`config.mk`:
```
export PLATFORM = sky130hd
export DESIGN_NAME = id_ex_alu_issue_flat
export DESIGN_NICKNAME = d
export VERILOG_FILES = /design/src/rtl/id_ex_alu_issue_if.sv /design/src/rtl/id_ex_alu_issue.sv /design/src/flat_wrapper.sv
export SDC_FILE = /design/constraint.sdc
export NUM_CORES = 1
export LEC_CHECK = 0
export ABC_CLOCK_PERIOD_IN_PS = 2990
export CAP_MARGIN = 20
export CORE_AREA = 2 2 117 119
export CTS_BUF_LIST = sky130_fd_sc_hd__clkbuf_16
export CTS_CLUSTER_SIZE = 16
export DETAILED_ROUTE_END_ITERATION = 6
export DIE_AREA = 0 0 119 121
export GPL_TIMING_DRIVEN = 1
export PLACE_DENSITY = 0.85
export SKIP_CTS_REPAIR_TIMING = 1
export SYNTH_ARGS = -nofsm -noshare
export SYNTH_HDL_FRONTEND = slang
export SYNTH_SLANG_ARGS = --single-unit
export TNS_END_PERCENT = 1
```
`constraint.sdc`:
```
create_clock -name clk -period 2.99 [get_ports clk]
set_input_delay 0.598 -clock clk [delete_from_list [all_inputs] [get_ports clk]]
set_output_delay 0.598 -clock clk [all_outputs]
set_load 0.01 [all_outputs]
```
`src/rtl/id_ex_alu_issue_if.sv`:
```
// ID->EX issue-stage bus: ID-side valid/ready with decoded-stage inputs, EX-side valid/ready with ALU payload.
// Optional `illegal` signal is present only when ID_EX_ILLEGAL_DET_EN is defined.
interface id_ex_alu_issue_if;
    logic        in_valid;
    logic        in_ready;
    logic [31:0] instr;
    logic [31:0] pc;
    logic [31:0] rs1_data;
    logic [31:0] rs2_data;
    logic        ex_valid;
    logic        ex_ready;
    logic [3:0]  alucon;
    logic [31:0] op1;
    logic [31:0] op2;
    logic [4:0]  rd;
    logic        we;
`ifdef ID_EX_ILLEGAL_DET_EN
    logic        illegal;
`endif

    // slave: the issue stage itself; master: the surrounding ID/EX environment
    modport slave (
        input  in_valid, instr, pc, rs1_data, rs2_data, ex_ready,
`ifdef ID_EX_ILLEGAL_DET_EN
        output illegal,
`endif
        output in_ready, ex_valid, alucon, op1, op2, rd, we
    );

    modport master (
        output in_valid, instr, pc, rs1_data, rs2_data, ex_ready,
`ifdef ID_EX_ILLEGAL_DET_EN
        input  illegal,
`endif
        input  in_ready, ex_valid, alucon, op1, op2, rd, we
    );
endinterface

```
`src/rtl/id_ex_alu_issue.sv`:
```
// RV32I decode-to-execute issue stage: ALU op/operand decode into a registered output plus one-entry skid buffer.
// Optional illegal-instruction detection enabled by defining ID_EX_ILLEGAL_DET_EN.
module id_ex_alu_issue (
    input  logic              clk,
    input  logic              rst_n,
    input  logic              flush,
    id_ex_alu_issue_if.slave  bus
);

    typedef struct packed {
        logic [3:0]  alucon;
        logic [31:0] op1;
        logic [31:0] op2;
        logic [4:0]  rd;
        logic        we;
`ifdef ID_EX_ILLEGAL_DET_EN
        logic        illegal;
`endif
    } payload_t;

    logic [6:0]  opcode;
    logic [2:0]  f3;
    logic [6:0]  f7;
    logic        f7b5;
    logic [4:0]  rd_f;
    logic [31:0] imm_i;
    logic [31:0] imm_s;
    logic [31:0] imm_u;

    assign opcode = bus.instr[6:0];
    assign f3     = bus.instr[14:12];
    assign f7     = bus.instr[31:25];
    assign f7b5   = bus.instr[30];
    assign rd_f   = bus.instr[11:7];
    assign imm_i  = {{20{bus.instr[31]}}, bus.instr[31:20]};
    assign imm_s  = {{20{bus.instr[31]}}, bus.instr[31:25], bus.instr[11:7]};
    assign imm_u  = {bus.instr[31:12], 12'b0};

    payload_t dec;
    logic     bad;
    logic     wr;

    always_comb begin
        dec = '0;
        bad = 1'b0;
        wr  = 1'b0;
        case (opcode)
            7'b0110011: begin
                dec.alucon = {f7b5 & (f3 == 3'b000 || f3 == 3'b101), f3};
                dec.op1    = bus.rs1_data;
                dec.op2    = bus.rs2_data;
                wr         = 1'b1;
                bad        = !(f7 == 7'h00 || f7 == 7'h20) ||
                             (f7 == 7'h20 && !(f3 == 3'b000 || f3 == 3'b101));
            end
            7'b0010011: begin
                dec.alucon = {(f3 == 3'b101) & f7b5, f3};
                dec.op1    = bus.rs1_data;
                dec.op2    = (f3 == 3'b001 || f3 == 3'b101) ? {27'b0, bus.instr[24:20]} : imm_i;
                wr         = 1'b1;
                bad        = (f3 == 3'b001 && f7 != 7'h00) ||
                             (f3 == 3'b101 && !(f7 == 7'h00 || f7 == 7'h20));
            end
            7'b0000011: begin
                dec.op1 = bus.rs1_data;
                dec.op2 = imm_i;
                wr      = 1'b1;
            end
            7'b0100011: begin
                dec.op1 = bus.rs1_data;
                dec.op2 = imm_s;
            end
            7'b0110111: begin
                dec.op2 = imm_u;
                wr      = 1'b1;
            end
            7'b0010111: begin
                dec.op1 = bus.pc;
                dec.op2 = imm_u;
                wr      = 1'b1;
            end
            7'b1101111, 7'b1100111: begin
                dec.op1 = bus.pc;
                dec.op2 = 32'd4;
                wr      = 1'b1;
            end
            7'b1100011: begin
                dec.op1 = bus.rs1_data;
                dec.op2 = bus.rs2_data;
                case (f3)
                    3'b000, 3'b001: dec.alucon = 4'd8;
                    3'b100, 3'b101: dec.alucon = 4'd2;
                    3'b110, 3'b111: dec.alucon = 4'd3;
                    default:        bad = 1'b1;
                endcase
            end
            default: bad = 1'b1;
        endcase
        // x0 destination never writes, and rd is only reported for writes
        dec.we = wr & (rd_f != 5'd0);
        dec.rd = dec.we ? rd_f : 5'd0;
`ifdef ID_EX_ILLEGAL_DET_EN
        if (bad) begin
            dec         = '0;
            dec.illegal = 1'b1;
        end
`endif
    end

    logic unused_bits;
`ifdef ID_EX_ILLEGAL_DET_EN
    assign unused_bits = ^bus.instr[19:15];
`else
    assign unused_bits = ^{bus.instr[19:15], bad};
`endif

    payload_t out_q, out_n, skid_q, skid_n;
    logic     out_valid, out_valid_n;
    logic     skid_valid, skid_valid_n;
    logic     in_ready_q;
    logic     accept, consume;

    assign accept  = bus.in_valid & in_ready_q;
    assign consume = out_valid & bus.ex_ready;

    always_comb begin
        out_n        = out_q;
        out_valid_n  = out_valid;
        skid_n       = skid_q;
        skid_valid_n = skid_valid;
        if (consume && skid_valid) begin
            out_n        = skid_q;
            out_valid_n  = 1'b1;
            skid_valid_n = accept;
            if (accept) skid_n = dec;
        end else if (!out_valid || consume) begin
            out_valid_n = accept;
            if (accept) out_n = dec;
        end else if (accept) begin
            skid_valid_n = 1'b1;
            skid_n       = dec;
        end
    end

    always_ff @(posedge clk) begin
        if (!rst_n) begin
            out_q      <= '0;
            skid_q     <= '0;
            out_valid  <= 1'b0;
            skid_valid <= 1'b0;
            in_ready_q <= 1'b1;
        end else if (flush) begin
            out_valid  <= 1'b0;
            skid_valid <= 1'b0;
            in_ready_q <= 1'b1;
        end else begin
            out_q      <= out_n;
            skid_q     <= skid_n;
            out_valid  <= out_valid_n;
            skid_valid <= skid_valid_n;
            in_ready_q <= !skid_valid_n;
        end
    end

    assign bus.in_ready = in_ready_q;
    assign bus.ex_valid = out_valid;
    assign bus.alucon   = out_q.alucon;
    assign bus.op1      = out_q.op1;
    assign bus.op2      = out_q.op2;
    assign bus.rd       = out_q.rd;
    assign bus.we       = out_q.we;
`ifdef ID_EX_ILLEGAL_DET_EN
    assign bus.illegal  = out_q.illegal;
`endif

endmodule

```
`src/flat_wrapper.sv`:
```
// flat-port wrapper written by rule: the top's interface ports become plain ports
module id_ex_alu_issue_flat 
  (clk, rst_n, flush, bus_in_valid, bus_instr, bus_pc, bus_rs1_data, bus_rs2_data, bus_ex_ready, bus_in_ready, bus_ex_valid, bus_alucon, bus_op1, bus_op2, bus_rd, bus_we);
  id_ex_alu_issue_if bus_i ();
  input  logic clk;
  input  logic rst_n;
  input  logic flush;
  input wire logic [$bits(bus_i.in_valid)-1:0] bus_in_valid;
  input wire logic [$bits(bus_i.instr)-1:0] bus_instr;
  input wire logic [$bits(bus_i.pc)-1:0] bus_pc;
  input wire logic [$bits(bus_i.rs1_data)-1:0] bus_rs1_data;
  input wire logic [$bits(bus_i.rs2_data)-1:0] bus_rs2_data;
  input wire logic [$bits(bus_i.ex_ready)-1:0] bus_ex_ready;
  output wire logic [$bits(bus_i.in_ready)-1:0] bus_in_ready;
  output wire logic [$bits(bus_i.ex_valid)-1:0] bus_ex_valid;
  output wire logic [$bits(bus_i.alucon)-1:0] bus_alucon;
  output wire logic [$bits(bus_i.op1)-1:0] bus_op1;
  output wire logic [$bits(bus_i.op2)-1:0] bus_op2;
  output wire logic [$bits(bus_i.rd)-1:0] bus_rd;
  output wire logic [$bits(bus_i.we)-1:0] bus_we;
  assign bus_i.in_valid = bus_in_valid;
  assign bus_i.instr = bus_instr;
  assign bus_i.pc = bus_pc;
  assign bus_i.rs1_data = bus_rs1_data;
  assign bus_i.rs2_data = bus_rs2_data;
  assign bus_i.ex_ready = bus_ex_ready;
  assign bus_in_ready = bus_i.in_ready;
  assign bus_ex_valid = bus_i.ex_valid;
  assign bus_alucon = bus_i.alucon;
  assign bus_op1 = bus_i.op1;
  assign bus_op2 = bus_i.op2;
  assign bus_rd = bus_i.rd;
  assign bus_we = bus_i.we;
  id_ex_alu_issue u_core (.clk(clk), .rst_n(rst_n), .flush(flush), .bus(bus_i));
endmodule
```
==> results.toml <==
[run_status]
outcome = "complete, no violations"

[yosys]
synth_cells = 765
yosysSeqAreaShare_pct = 46.8
synth-main-ff-cell = "dfxtp_1"
synth_cell_type_count = 48
syn_nets = 898
async_flop_share_pct = 0
synth_edf_count = 0
ys_seq_elements = 151
synth_area_um2 = 6460
ys.warnings.count = 0
postSynthAreaPerCell_um2 = 8.44

[grt]
grt_pass1_wl_um = 33100
grt_max_degree = 69
antenna_found_initial = 0
first_global_vias = 6304
gr-total-overflow = 0
grt_use_total_pct = 29.2

[floorplan]
initial_utilization_pct = 49.3
ios = 209
fp.dieH_um = 121
die_area_um2 = 14400
rows = 42
core_um2 = 13100
die_w_um = 119

[sta]
slew_headroom_pct = 32.9
setup_viol = 0
rsz0062_at_grt = "no"
fin_crit_sh_pct = 80.1
fin_skew_ns = 0.00874
tns_ns = 0
max_slew.worst_pin.slew_ns = 1.00
hold_viol = 0
period_needed_ns = 2.39
slew_viol_final = 0
max_freq_mhz = 418

[routing]
ant_nets = 0
drtPass1Iterations = 6
drtIter0Drc = 753
vias_per_cell = 6.04
vias = 6871
drc = 0
drt-total-wl_um = 20900
wl_per_cell_um = 18.4

[final_layout]
drive_gt1_share_pct = 7.18
final_cell_mix = "clkdlybuf4s50_1 (207), dfxtp_1 (151), nand2_1 (92)"
final_cells = 1137
area_delta_synth_final_pct = 44.1
layout.nets = 1082
fin_area_um2 = 9310
final_common_cell = "clkdlybuf4s50_1"
diodes = 0

[setup_path]
critical_path.startpoint = "bus_instr[12]"
crit_required_ns = 3.24
cp_max_fo = 21
setup.worst_path.end_class = "register"
crit_type = "in2reg"
arrival_ns = 2.64
start_kind = "primary input"
rrSetupSlack_ns = 0.88
reg2regPathDepth = 5
rr_endpoint = "u_core.bus.op2[16]"
r2r-start = "u_core.bus.ex_valid"

[placement]
dpl_cell_area_um2 = 8740
place_congestion = 1.00
place_inst = 1106
dp_hpwl_um = 13900
io_buffers = 208

[clocking]
cts_tree = "yes"
path_clk_slew_ns = 0.06
clock_sinks = 151
clock_latency_ns = 0.42
h-tree-depth = 4
cts_buffer_depth = 2
cts-root-buf = "clkbuf_16"
cts_inserted_buffers = 17

[pwr]
finalPower_mw = 4.85
p_per_area_nw_per_um2 = 521
ir_drop_mv = 0.414
leakage_nw = 3.18

[min_path]
whs_endpoint = "u_core.skid_q[4]"
hold-path-cell-count = 2
min_path_type = "reg2reg"
min_from = "u_core.skid_q[4]"

[job]
cap_viol_max_count = 0
[cell families after synthesis]
| kind of cell | share of synthesized area, % |
|---|---|
| AO/OA/AOI/OAI | 32.5 |
| buffers and inverters | 5.15 |
| flip-flops | 46.8 |
| multiplexers | 0.794 |
| AND/OR/NAND/NOR | 14.8 |
[critical path: stages]
cell	delay, ns
clkdlybuf4s50_1	0.60
inv_1	0.08
o21ai_0	0.16
a21oi_1	0.15
a31oi_2	0.86
a21oi_1	0.18
[synthesized netlist by cell type (all sizes together), types with 2 or more instances]
cell type  count  area share [%]
or2            4            0.39
nand2b         4            0.39
mux2i          4            0.62
a21oi         71             5.5
nor3           7            0.62
inv            5            0.29
a22oi         24             2.8
a31oi         78             7.6
a21boi         7            0.81
nor2          20             1.2
or3           21             2.0
and3b          2            0.27
a221oi         5            0.77
buf           25             2.1
nand4          4            0.39
nand3         26             2.0
nand2         92             5.3
o21ai         81             6.3
o221ai        39             5.3
nor2b         10            0.97
dfxtp        151              47
o211ai        20             2.3
and2           2            0.19
clkbuf        48             2.8
o211a          2            0.31
[how the worst max path moves through the flow]
stage                               endpoint  cells past startpoint
after floorplan           u_core.bus.op2[31]                      6
after global placement     u_core.skid_q[24]                      5
after detailed placement   u_core.skid_q[24]                      5
after CTS                  u_core.skid_q[34]                      5
after global routing       u_core.skid_q[34]                      5
final                      u_core.skid_q[34]                      6
[per-stage QoR]
stage	hold slack [ns]	worst slack [ns]	utilization (%)
6_report	0.451	0.596	71.1
3_5_place_dp	0.444	0.241	66.8
4_1_cts	0.452	0.661	71.1
5_1_grt	0.464	0.440	71.1
3_3_place_gp	0.439	0.326	66.8
2_1_floorplan	0.431	1.17	-
[registers in the layout, indices dropped and copies added, names as in the netlist]
signal	cells
u_core.skid_q	74
u_core.bus.op1	32
u_core.bus.op2	32
u_core.skid_valid	1
u_core.bus.ex_valid	1
u_core.bus.alucon	4
u_core.bus.we	1
u_core.bus.rd	5
u_core.bus.in_ready	1
[routing by layer]
layer	GRT usage [%]	part of all wire [%]	vias up
li1	-	-	3254
met1	37.1	41	3166
met2	45.7	45	415
met3	10.2	11	36
met4	10.9	2.2	0
met5	0	0	-
[where the power goes]
part	internal, mW	switching, mW	leakage (nW)	total (mW)
Sequential	2.09	0.0430	1.23	2.13
Combinational	0.357	0.284	1.67	0.641
Clock	1.28	0.800	0.275	2.08
Total	3.72	1.13	3.18	4.85
[area by class of cell]
cell class / count / area [um^2]
Tap cell: 176 / 220
Clock inverter: 14 / 141
Inverter: 5 / 18.8
Multi-Input combinational cell: 536 / 3140
Clock buffer: 17 / 425
Timing Repair Buffer: 238 / 2340
Sequential cell: 151 / 3020
Fill cell: 1021 / 3780
No activity file was read; power rests on OpenSTA's default activity.
